[src/rtl/fetch_queue_pkg.sv]
// Shared fetch-path definitions: default widths, NOP encoding and the
// packed fetch-entry layout reused by the fetch queue and the decode stage.
package fetch_queue_pkg;

  localparam int unsigned FQ_ADDR_WIDTH           = 16;
  localparam int unsigned FQ_INST_WIDTH           = 32;
  localparam int unsigned FQ_INSTRUCTION_ID_WIDTH = 16;

  // addi x0, x0, 0
  localparam logic [31:0] FQ_NOP_INSTRUCTION = 32'h0000_0013;

  // Default-width entry, LSB first: pc, id, instruction, branch_taken, target.
  typedef struct packed {
    logic [FQ_ADDR_WIDTH-1:0]           branch_taken_address;
    logic                               branch_taken;
    logic [FQ_INST_WIDTH-1:0]           instruction;
    logic [FQ_INSTRUCTION_ID_WIDTH-1:0] id;
    logic [FQ_ADDR_WIDTH-1:0]           pc;
  } fq_entry_t;

  localparam int unsigned FQ_ENTRY_WIDTH = $bits(fq_entry_t);

  // Layout helpers for non-default widths; same field order as fq_entry_t.
  function automatic int unsigned fq_entry_width(input int unsigned aw,
                                                 input int unsigned iw,
                                                 input int unsigned idw);
    return 2 * aw + iw + idw + 1;
  endfunction

  function automatic int unsigned fq_pc_lsb();
    return 0;
  endfunction

  function automatic int unsigned fq_id_lsb(input int unsigned aw);
    return aw;
  endfunction

  function automatic int unsigned fq_inst_lsb(input int unsigned aw,
                                              input int unsigned idw);
    return aw + idw;
  endfunction

  function automatic int unsigned fq_bt_bit(input int unsigned aw,
                                            input int unsigned iw,
                                            input int unsigned idw);
    return aw + idw + iw;
  endfunction

  function automatic int unsigned fq_bta_lsb(input int unsigned aw,
                                             input int unsigned iw,
                                             input int unsigned idw);
    return aw + idw + iw + 1;
  endfunction

endpackage

[src/rtl/fetch_queue_ram.sv]
// DEPTH x WIDTH register file, two write ports and two combinational reads.
// The two write addresses are always distinct in use; port 1 wins a tie.
module fetch_queue_ram
  import fetch_queue_pkg::*;
#(
  parameter int unsigned DEPTH = 8,
  parameter int unsigned WIDTH = FQ_ENTRY_WIDTH
) (
  input  logic                     clk,
  input  logic                     we0_i,
  input  logic [$clog2(DEPTH)-1:0] waddr0_i,
  input  logic [WIDTH-1:0]         wdata0_i,
  input  logic                     we1_i,
  input  logic [$clog2(DEPTH)-1:0] waddr1_i,
  input  logic [WIDTH-1:0]         wdata1_i,
  input  logic [$clog2(DEPTH)-1:0] raddr0_i,
  output logic [WIDTH-1:0]         rdata0_o,
  input  logic [$clog2(DEPTH)-1:0] raddr1_i,
  output logic [WIDTH-1:0]         rdata1_o
);

  logic [WIDTH-1:0] mem_q [DEPTH];

  // Entry storage; no reset needed, validity is tracked by the queue count.
  always_ff @(posedge clk) begin
    if (we0_i) mem_q[waddr0_i] <= wdata0_i;
    if (we1_i) mem_q[waddr1_i] <= wdata1_i;
  end

  // Asynchronous read of the head and head+1 slots.
  always_comb begin
    rdata0_o = mem_q[raddr0_i];
    rdata1_o = mem_q[raddr1_i];
  end

endmodule

[src/rtl/fetch_queue.sv]
// Dual-issue instruction buffer between fetch and dispatch. Up to two
// entries enter and two leave per cycle; status outputs depend only on the
// registered count so fetch sees no combinational path from push/pop.
module fetch_queue
  import fetch_queue_pkg::*;
#(
  parameter int unsigned DEPTH      = 8,
  parameter int unsigned ADDR_WIDTH = FQ_ADDR_WIDTH,
  parameter int unsigned INST_WIDTH = FQ_INST_WIDTH,
  parameter int unsigned ID_WIDTH   = FQ_INSTRUCTION_ID_WIDTH
) (
  input  logic                      clk,
  input  logic                      reset,
  input  logic                      flush,
  input  logic                      push0,
  input  logic                      push1,
  input  logic [ADDR_WIDTH-1:0]     pc0,
  input  logic [ADDR_WIDTH-1:0]     pc1,
  input  logic [ID_WIDTH-1:0]       id0,
  input  logic [ID_WIDTH-1:0]       id1,
  input  logic [INST_WIDTH-1:0]     instruction0,
  input  logic [INST_WIDTH-1:0]     instruction1,
  input  logic                      branch_taken0,
  input  logic                      branch_taken1,
  input  logic [ADDR_WIDTH-1:0]     branch_taken_address0,
  input  logic [ADDR_WIDTH-1:0]     branch_taken_address1,
  input  logic                      pop0,
  input  logic                      pop1,
  output logic [$clog2(DEPTH):0]    free,
  output logic                      stall,
  output logic                      valid0,
  output logic                      valid1,
  output logic [ADDR_WIDTH-1:0]     out_pc0,
  output logic [ADDR_WIDTH-1:0]     out_pc1,
  output logic [ID_WIDTH-1:0]       out_id0,
  output logic [ID_WIDTH-1:0]       out_id1,
  output logic [INST_WIDTH-1:0]     out_instruction0,
  output logic [INST_WIDTH-1:0]     out_instruction1,
  output logic                      out_branch_taken0,
  output logic                      out_branch_taken1,
  output logic [ADDR_WIDTH-1:0]     out_branch_taken_address0,
  output logic [ADDR_WIDTH-1:0]     out_branch_taken_address1
);

  localparam int unsigned PW  = $clog2(DEPTH);
  localparam int unsigned CW  = PW + 1;
  localparam int unsigned EW  = fq_entry_width(ADDR_WIDTH, INST_WIDTH, ID_WIDTH);
  localparam int unsigned PCL = fq_pc_lsb();
  localparam int unsigned IDL = fq_id_lsb(ADDR_WIDTH);
  localparam int unsigned INL = fq_inst_lsb(ADDR_WIDTH, ID_WIDTH);
  localparam int unsigned BTB = fq_bt_bit(ADDR_WIDTH, INST_WIDTH, ID_WIDTH);
  localparam int unsigned BAL = fq_bta_lsb(ADDR_WIDTH, INST_WIDTH, ID_WIDTH);

  localparam logic [CW-1:0] DEPTH_C = CW'(DEPTH);
  localparam logic [CW-1:0] ONE_C   = CW'(1);
  localparam logic [CW-1:0] TWO_C   = CW'(2);

  logic [PW-1:0] rd_ptr_q, rd_ptr_d;
  logic [PW-1:0] wr_ptr_q, wr_ptr_d;
  logic [CW-1:0] count_q, count_d;

  logic [CW-1:0] free_c;
  logic          acc0, acc1;
  logic          pa0, pa1;

  logic          we0, we1;
  logic [PW-1:0] waddr0, waddr1;
  logic [EW-1:0] wentry0, wentry1, wdata0;
  logic [EW-1:0] rentry0, rentry1;

  // Status flags derived solely from the registered occupancy.
  always_comb begin
    free_c = DEPTH_C - count_q;
    free   = free_c;
    stall  = (count_q == DEPTH_C);
    valid0 = (count_q >= ONE_C);
    valid1 = (count_q >= TWO_C);
  end

  // Push/pop acceptance against the occupancy at the start of the cycle.
  always_comb begin
    acc0 = push0 && (free_c >= ONE_C);
    acc1 = push1 && (free_c >= (push0 ? TWO_C : ONE_C));
    pa0  = pop0 && (count_q >= ONE_C);
    pa1  = pop0 && pop1 && (count_q >= TWO_C);
  end

  // Pack fetch slots into the shared entry layout.
  always_comb begin
    wentry0 = {branch_taken_address0, branch_taken0, instruction0, id0, pc0};
    wentry1 = {branch_taken_address1, branch_taken1, instruction1, id1, pc1};
  end

  // Write ports: a lone slot-1 push is compacted onto wr_ptr via port 0.
  always_comb begin
    we0    = (acc0 || acc1) && !reset && !flush;
    we1    = acc0 && acc1 && !reset && !flush;
    waddr0 = wr_ptr_q;
    waddr1 = wr_ptr_q + PW'(1);
    wdata0 = acc0 ? wentry0 : wentry1;
  end

  // Next pointer and occupancy; flush discards everything including this
  // cycle's pushes and pops.
  always_comb begin
    rd_ptr_d = rd_ptr_q + PW'(pa0) + PW'(pa1);
    wr_ptr_d = wr_ptr_q + PW'(acc0) + PW'(acc1);
    count_d  = count_q + CW'(acc0) + CW'(acc1) - CW'(pa0) - CW'(pa1);
    if (flush) begin
      rd_ptr_d = '0;
      wr_ptr_d = '0;
      count_d  = '0;
    end
  end

  // Pointer and occupancy registers with synchronous reset.
  always_ff @(posedge clk) begin
    if (reset) begin
      rd_ptr_q <= '0;
      wr_ptr_q <= '0;
      count_q  <= '0;
    end else begin
      rd_ptr_q <= rd_ptr_d;
      wr_ptr_q <= wr_ptr_d;
      count_q  <= count_d;
    end
  end

  fetch_queue_ram #(
    .DEPTH (DEPTH),
    .WIDTH (EW)
  ) u_ram (
    .clk      (clk),
    .we0_i    (we0),
    .waddr0_i (waddr0),
    .wdata0_i (wdata0),
    .we1_i    (we1),
    .waddr1_i (waddr1),
    .wdata1_i (wentry1),
    .raddr0_i (rd_ptr_q),
    .rdata0_o (rentry0),
    .raddr1_i (rd_ptr_q + PW'(1)),
    .rdata1_o (rentry1)
  );

  // Head / head+1 fields, forced to zero when the slot is not valid.
  always_comb begin
    out_pc0                   = '0;
    out_id0                   = '0;
    out_instruction0          = '0;
    out_branch_taken0         = 1'b0;
    out_branch_taken_address0 = '0;
    out_pc1                   = '0;
    out_id1                   = '0;
    out_instruction1          = '0;
    out_branch_taken1         = 1'b0;
    out_branch_taken_address1 = '0;
    if (valid0) begin
      out_pc0                   = rentry0[PCL +: ADDR_WIDTH];
      out_id0                   = rentry0[IDL +: ID_WIDTH];
      out_instruction0          = rentry0[INL +: INST_WIDTH];
      out_branch_taken0         = rentry0[BTB];
      out_branch_taken_address0 = rentry0[BAL +: ADDR_WIDTH];
    end
    if (valid1) begin
      out_pc1                   = rentry1[PCL +: ADDR_WIDTH];
      out_id1                   = rentry1[IDL +: ID_WIDTH];
      out_instruction1          = rentry1[INL +: INST_WIDTH];
      out_branch_taken1         = rentry1[BTB];
      out_branch_taken_address1 = rentry1[BAL +: ADDR_WIDTH];
    end
  end

endmodule

[config.mk]
export PLATFORM = sky130hd
export DESIGN_NAME = fetch_queue
export DESIGN_NICKNAME = d
export VERILOG_FILES = /design/src/rtl/fetch_queue_pkg.sv /design/src/rtl/fetch_queue_ram.sv /design/src/rtl/fetch_queue.sv
export SDC_FILE = /design/constraint.sdc
export NUM_CORES = 1
export LEC_CHECK = 0
export BUFFER_PORTS_ARGS = -buffer_cell sky130_fd_sc_hd__buf_2
export CAP_MARGIN = 30
export CORE_MARGIN = 5
export CORE_UTILIZATION = 60
export CTS_CLUSTER_DIAMETER = 120
export DETAILED_ROUTE_END_ITERATION = 8
export PLACE_DENSITY = 0.79
export SYNTH_ARGS = -nofsm -noshare
export SYNTH_HDL_FRONTEND = slang
export SYNTH_SLANG_ARGS = --single-unit
[constraint.sdc]
create_clock -name clk -period 10.05 [get_ports clk]
set_input_delay 1.5075 -clock clk [delete_from_list [all_inputs] [get_ports clk]]
set_output_delay 1.5075 -clock clk [all_outputs]
set_load 0.01 [all_outputs]
## Word level (Yosys, flattened, before mapping)

Memories as Yosys holds them, arrays and structs flattened. A register that Yosys moved wholly into a read port is not among the register bits.
Index checks and enable logic that the tools add are counted.

- Reductions and logical operators: 14
- Mux-type cells: 17
- Add/subtract/negate cells: 11
- Equal/unequal tests: 1
- Magnitude comparators: 4

Operator list:

| kind | number |
|---|---|
| two-way mux 16 bit | 6 |
| two-way mux 81 bit | 1 |
| two-way mux 32 bit | 2 |
| adder 3 x 1 -> 3 bit | 4 |
| logical AND 1 bit | 10 |
| adder 4 x 1 -> 4 bit | 2 |
| greater-or-equal comparator 4 x 1 -> 1 bit, second input constant | 2 |
| subtractor 4 x 1 -> 4 bit | 2 |
| adder 3 x 1 -> 3 bit, second input constant | 2 |
| two-way mux 1 bit | 6 |
| equality test 4 bit, second input constant | 1 |
| greater-or-equal comparator 4 x 2 -> 1 bit | 1 |
| greater-or-equal comparator 4 x 2 -> 1 bit, second input constant | 1 |
| subtractor 4 bit, first input constant | 1 |
| two-way mux 3 bit | 1 |
| logical NOT 1 bit | 2 |
| two-way mux 2 bit | 1 |
| OR reduction 2 bit | 1 |
| logical OR 1 bit | 1 |

- Bits in writable memories: 648
- Logic and storage cells: 51
- Memories kept: 1
- Bits in registers: 10

Memories:

| memory | words | bits a word | rd ports | clocked after Yosys merged registers in | wr ports | line | RTL |
|---|---|---|---|---|---|---|---|
| u_ram.mem_q | 8 | 81 | 2 | 1 | 2 | fetch_queue_ram.sv:22 | `logic [WIDTH-1:0] mem_q [DEPTH];` |

## Logic depth before layout (Yosys ltp)

- Depth after elaboration: 8
- Depth in mapped cells: 15

## Hierarchy

Synthesis repeated with hierarchy kept, for this count alone.

- Cells, all modules: 2316
- Area total of the unflattened synthesis: 40486.3 um2

Modules (own cells, without submodules):

| module | cells each | times used | seq. area each (um2) | area each (um2) |
|---|---|---|---|---|
| fetch_queue_ram | 1966 | 1 | 19458.7 | 37329.6 |
| fetch_queue | 350 | 1 | 200.2 | 3156.8 |

## Least setup slack after synthesis

OpenSTA, ideal clock, no wires.

- Path kind: input -> register
- Start point: input port push0
- End point: memory u_ram.mem_q[4][0] in the netlist's numbering (enable)
- Arrival: 8.197 ns
- Setup time: 0.632 ns
- Path buffers: 0
- Cell stages on the path: 9
- Slack: 1.221 ns
- Cells stage by stage: inv_1 -> ha_1 -> nand2b_1 -> a211oi_4 -> nand2_1 -> nand2_1 -> inv_1 -> o21bai_1 -> o21ai_0

RTL lines:

| item | line | RTL |
|---|---|---|
| start: declaration | fetch_queue.sv:15 | `input logic push0,` |
| end: declaration | fetch_queue_ram.sv:22 |  |

## Final worst setup path

- Start point: register rd_ptr_q[0]
- End point: output port out_id1[14]

- Longest elaborated chain between the ends: 3

RTL lines:

| item | line | RTL |
|---|---|---|
| start: declaration | fetch_queue.sv:58 | `logic [PW-1:0] rd_ptr_q, rd_ptr_d;` |
| start signal: assignment | fetch_queue.sv:123 | `rd_ptr_q <= rd_ptr_d;` |
| adder 3 x 1 -> 3 bit | fetch_queue.sv:142 | `.raddr1_i (rd_ptr_q + PW'(1)),` |
| memory read (8 x 81 bit) | - |  |
| two-way mux 16 bit | fetch_queue.sv:165 | `if (valid1) begin` |
| end: declaration | fetch_queue.sv:36 | `output logic [ID_WIDTH-1:0] out_id1,` |

No other way between the ends.

==> run_results.csv <==
group,metric,value,unit
finish,final-seq-area,19700,µm²
critical_path,arrival,4.39,ns
place,hpwl,70.3,mm
clock_network,postCtsSetupBuffers,0,
clock_network,clock_latency,0.62,ns
critical_path,end_kind,"output pin",
floorplanning,std_cell_rows,91,
routing,vias_per_cell,7.75,
floorplanning,dieArea,67600,µm²
finish,multiInputGateArea,16600,µm²
global_routing,grt_max_degree,119,
finish,drive_above_1_share,0.310,
clock_network,cts_resized,0,
clock_network,numCtsBuffers,70,
synth,synth_area_per_cell,14.5,µm²
clock_network,hold_buffers,0,
sta,period_minus_slack,5.90,ns
global_routing,antenna_found_initial,22,
routing,dr.pass1.iters,6,
synth,ys_seq_area_frac,0.524,
sta,max_slew.worst_pin.slew,1.10,ns
pwr,vdd_drop_max,0.000261,V
worst_hold_path,hold_path_depth,2,
routing,via_count,28100,
global_routing,grt_pass1_vias,29200,
global_routing,grt_pass1_wl,181,mm
finish,syn_to_final_growth,12.5,%
synth,syn_inst,2585,
pwr,leakagePower,13.5,nW
finish,nets,2907,
run_status,status,"finished, final reports clean",
finish,final_cell_mix,"o2bb2ai_1, edfxtp_1, buf_2",
floorplanning,coreArea,61800,µm²
floorplanning,die_w,260,µm
critical_path,r2r_cells,10,
synth,async_flop_share,0,
place,dp_cells,3477,
synth,synthesis.area,37500,µm²
critical_path,cp.required,8.54,ns
routing,wl_per_cell,33.9,µm
critical_path,critPathMaxFanout,59,
finish,fillers,4111,
routing,initialDrtViolationCount,4184,
place,globalplace.congestion,0.866,
sta,slew_headroom,0.265,
sta,setup-violations-final,0,
floorplanning,start_util,0.606,
sta,fin_ws,4.15,ns
sta,fin_hold_ws,0.675,ns
sta,hold_viol,0,
worst_hold_path,hold_path_class,"reg2reg",
finish,post-route-util,0.682,
clock_network,htreeDepth,3,
global_routing,grt-ovfl-total,0,
synth,synth_nets,2774,
clock_network,cts_tree,"yes",
synth,synth_ff_type,"edfxtp_1",
finish,finalInstanceArea,42200,µm²
clock_network,numClockSinks,658,
floorplanning,pin_count,338,
critical_path,reg2reg_setup_slack,5.11,ns
finish,final_cells,3626,
critical_path,crit_path_start_kind,"register",
place,io_buffers,337,
flow_run,drv_cap,0,
synth,synth_edf_count,648,
synth,yosys_register_bits,658,
routing,route.detailed.drc,0,
place,post-place-ws,4.37,ns
global_routing,track_usage,0.358,
sta,fin_skew,0.0208,ns
pwr,p_per_area,266,nW/µm²
sta,fin_crit_sh,0.587,
critical_path,crit_type,"reg2out",
sta,final-max-slew-violation-count,0,
clock_network,cts_root_buffer,"clkbuf_16",
routing,wl,123,mm
synth,yosysWarnings,0,
sta,clock.fmax,0.170,GHz
synth,ys_types,35,
sta,rsz0062_at_grt,"no",
sta,finalSetupTns,0,ns
place,postPlaceCellArea,39800,µm²
routing,antenna_left,0,
clock_network,clk_pin_slew,0.07,ns
clock_network,clockBufferDepth,3,
pwr,power.total,11.2,mW
floorplanning,die_h,260,µm
worst max-delay path, stage by stage (launching register included):
cell and delay, ns:
dfxtp_4 0.93, ha_4 0.29, xor2_4 0.67, buf_4 0.97, nand2_1 0.13, a21oi_1 0.51, buf_2 0.23
state kept, by name, indices dropped and copies added (netlist names):
signal,cells
count_q,4
rd_ptr_q,3
u_ram.mem_q,648
waddr0,3
report_power, final:
group / switching, mW / internal (mW) / total, mW
combinational: 3.12 / 1.95 / 5.07
clock: 1.10 / 1.46 / 2.56
sequential: 0.132 / 3.47 / 3.60
total: 4.35 / 6.88 / 11.2
cells in the mapped netlist, types with 2 or more instances:
| cell | instances | area share |
|---|---|---|
| buf_2 | 42 | 0.0056 |
| buf_1 | 131 | 0.013 |
| ha_1 | 15 | 0.0050 |
| o2bb2ai_1 | 652 | 0.15 |
| o21ai_0 | 6 | 0.00080 |
| edfxtp_1 | 648 | 0.52 |
| nand3_1 | 4 | 0.00053 |
| fa_1 | 5 | 0.0027 |
| mux2i_1 | 81 | 0.022 |
| dfxtp_1 | 10 | 0.0053 |
| inv_1 | 16 | 0.0016 |
| buf_4 | 25 | 0.0050 |
| clkinv_1 | 2 | 0.00020 |
| a21oi_2 | 4 | 0.00093 |
| a2111oi_4 | 4 | 0.0029 |
| a21oi_1 | 81 | 0.011 |
| nand2_1 | 250 | 0.025 |
| nand2b_1 | 8 | 0.0013 |
| and2_1 | 7 | 0.0012 |
| nor2_1 | 94 | 0.0094 |
| nand4_1 | 8 | 0.0013 |
| mux4_2 | 324 | 0.19 |
| xnor2_1 | 5 | 0.0012 |
| or3_1 | 3 | 0.00050 |
| clkbuf_1 | 148 | 0.015 |
| xor2_1 | 3 | 0.00070 |
metal layers:
layer | track usage | vias up | part of all wire
met5 | 0 | - | 0.00086
met4 | 0.192 | 18 | 0.053
met3 | 0.103 | 477 | 0.14
met2 | 0.573 | 2595 | 0.48
met1 | 0.445 | 14000 | 0.32
li1 | - | 11000 | -
logic make-up after synthesis:
logic type | Yosys count | synth area share
buffers and inverters | 364 | 0.0403
XOR/XNOR | 9 | 0.00230
AO/OA/AOI/OAI | 750 | 0.169
multiplexers | 405 | 0.216
flip-flops | 658 | 0.524
AND/OR/NAND/NOR | 379 | 0.0403
adder cells (fa/ha/maj) | 20 | 0.00768
path summary, 6_finish.rpt:
| check | startpoint | endpoint |
|---|---|---|
| worst max-delay path | rd_ptr_q[0] | out_id1[14] |
| worst min-delay path | waddr0[1] | waddr0[1] |
| worst max register to register | count_q[0] | u_ram.mem_q[2][58] |
| worst min register to register | waddr0[1] | waddr0[1] |
final cells by class:
class / instances / share of cell area
timing repair buffer: 407 / 0.0606
clock inverter: 36 / 0.00721
clock buffer: 92 / 0.0450
multi-input combinational: 1563 / 0.393
tap: 837 / 0.0248
sequential: 658 / 0.467
antenna: 15 / 0.000890
inverter: 18 / 0.00166
(Power assumes the default switching activity.)
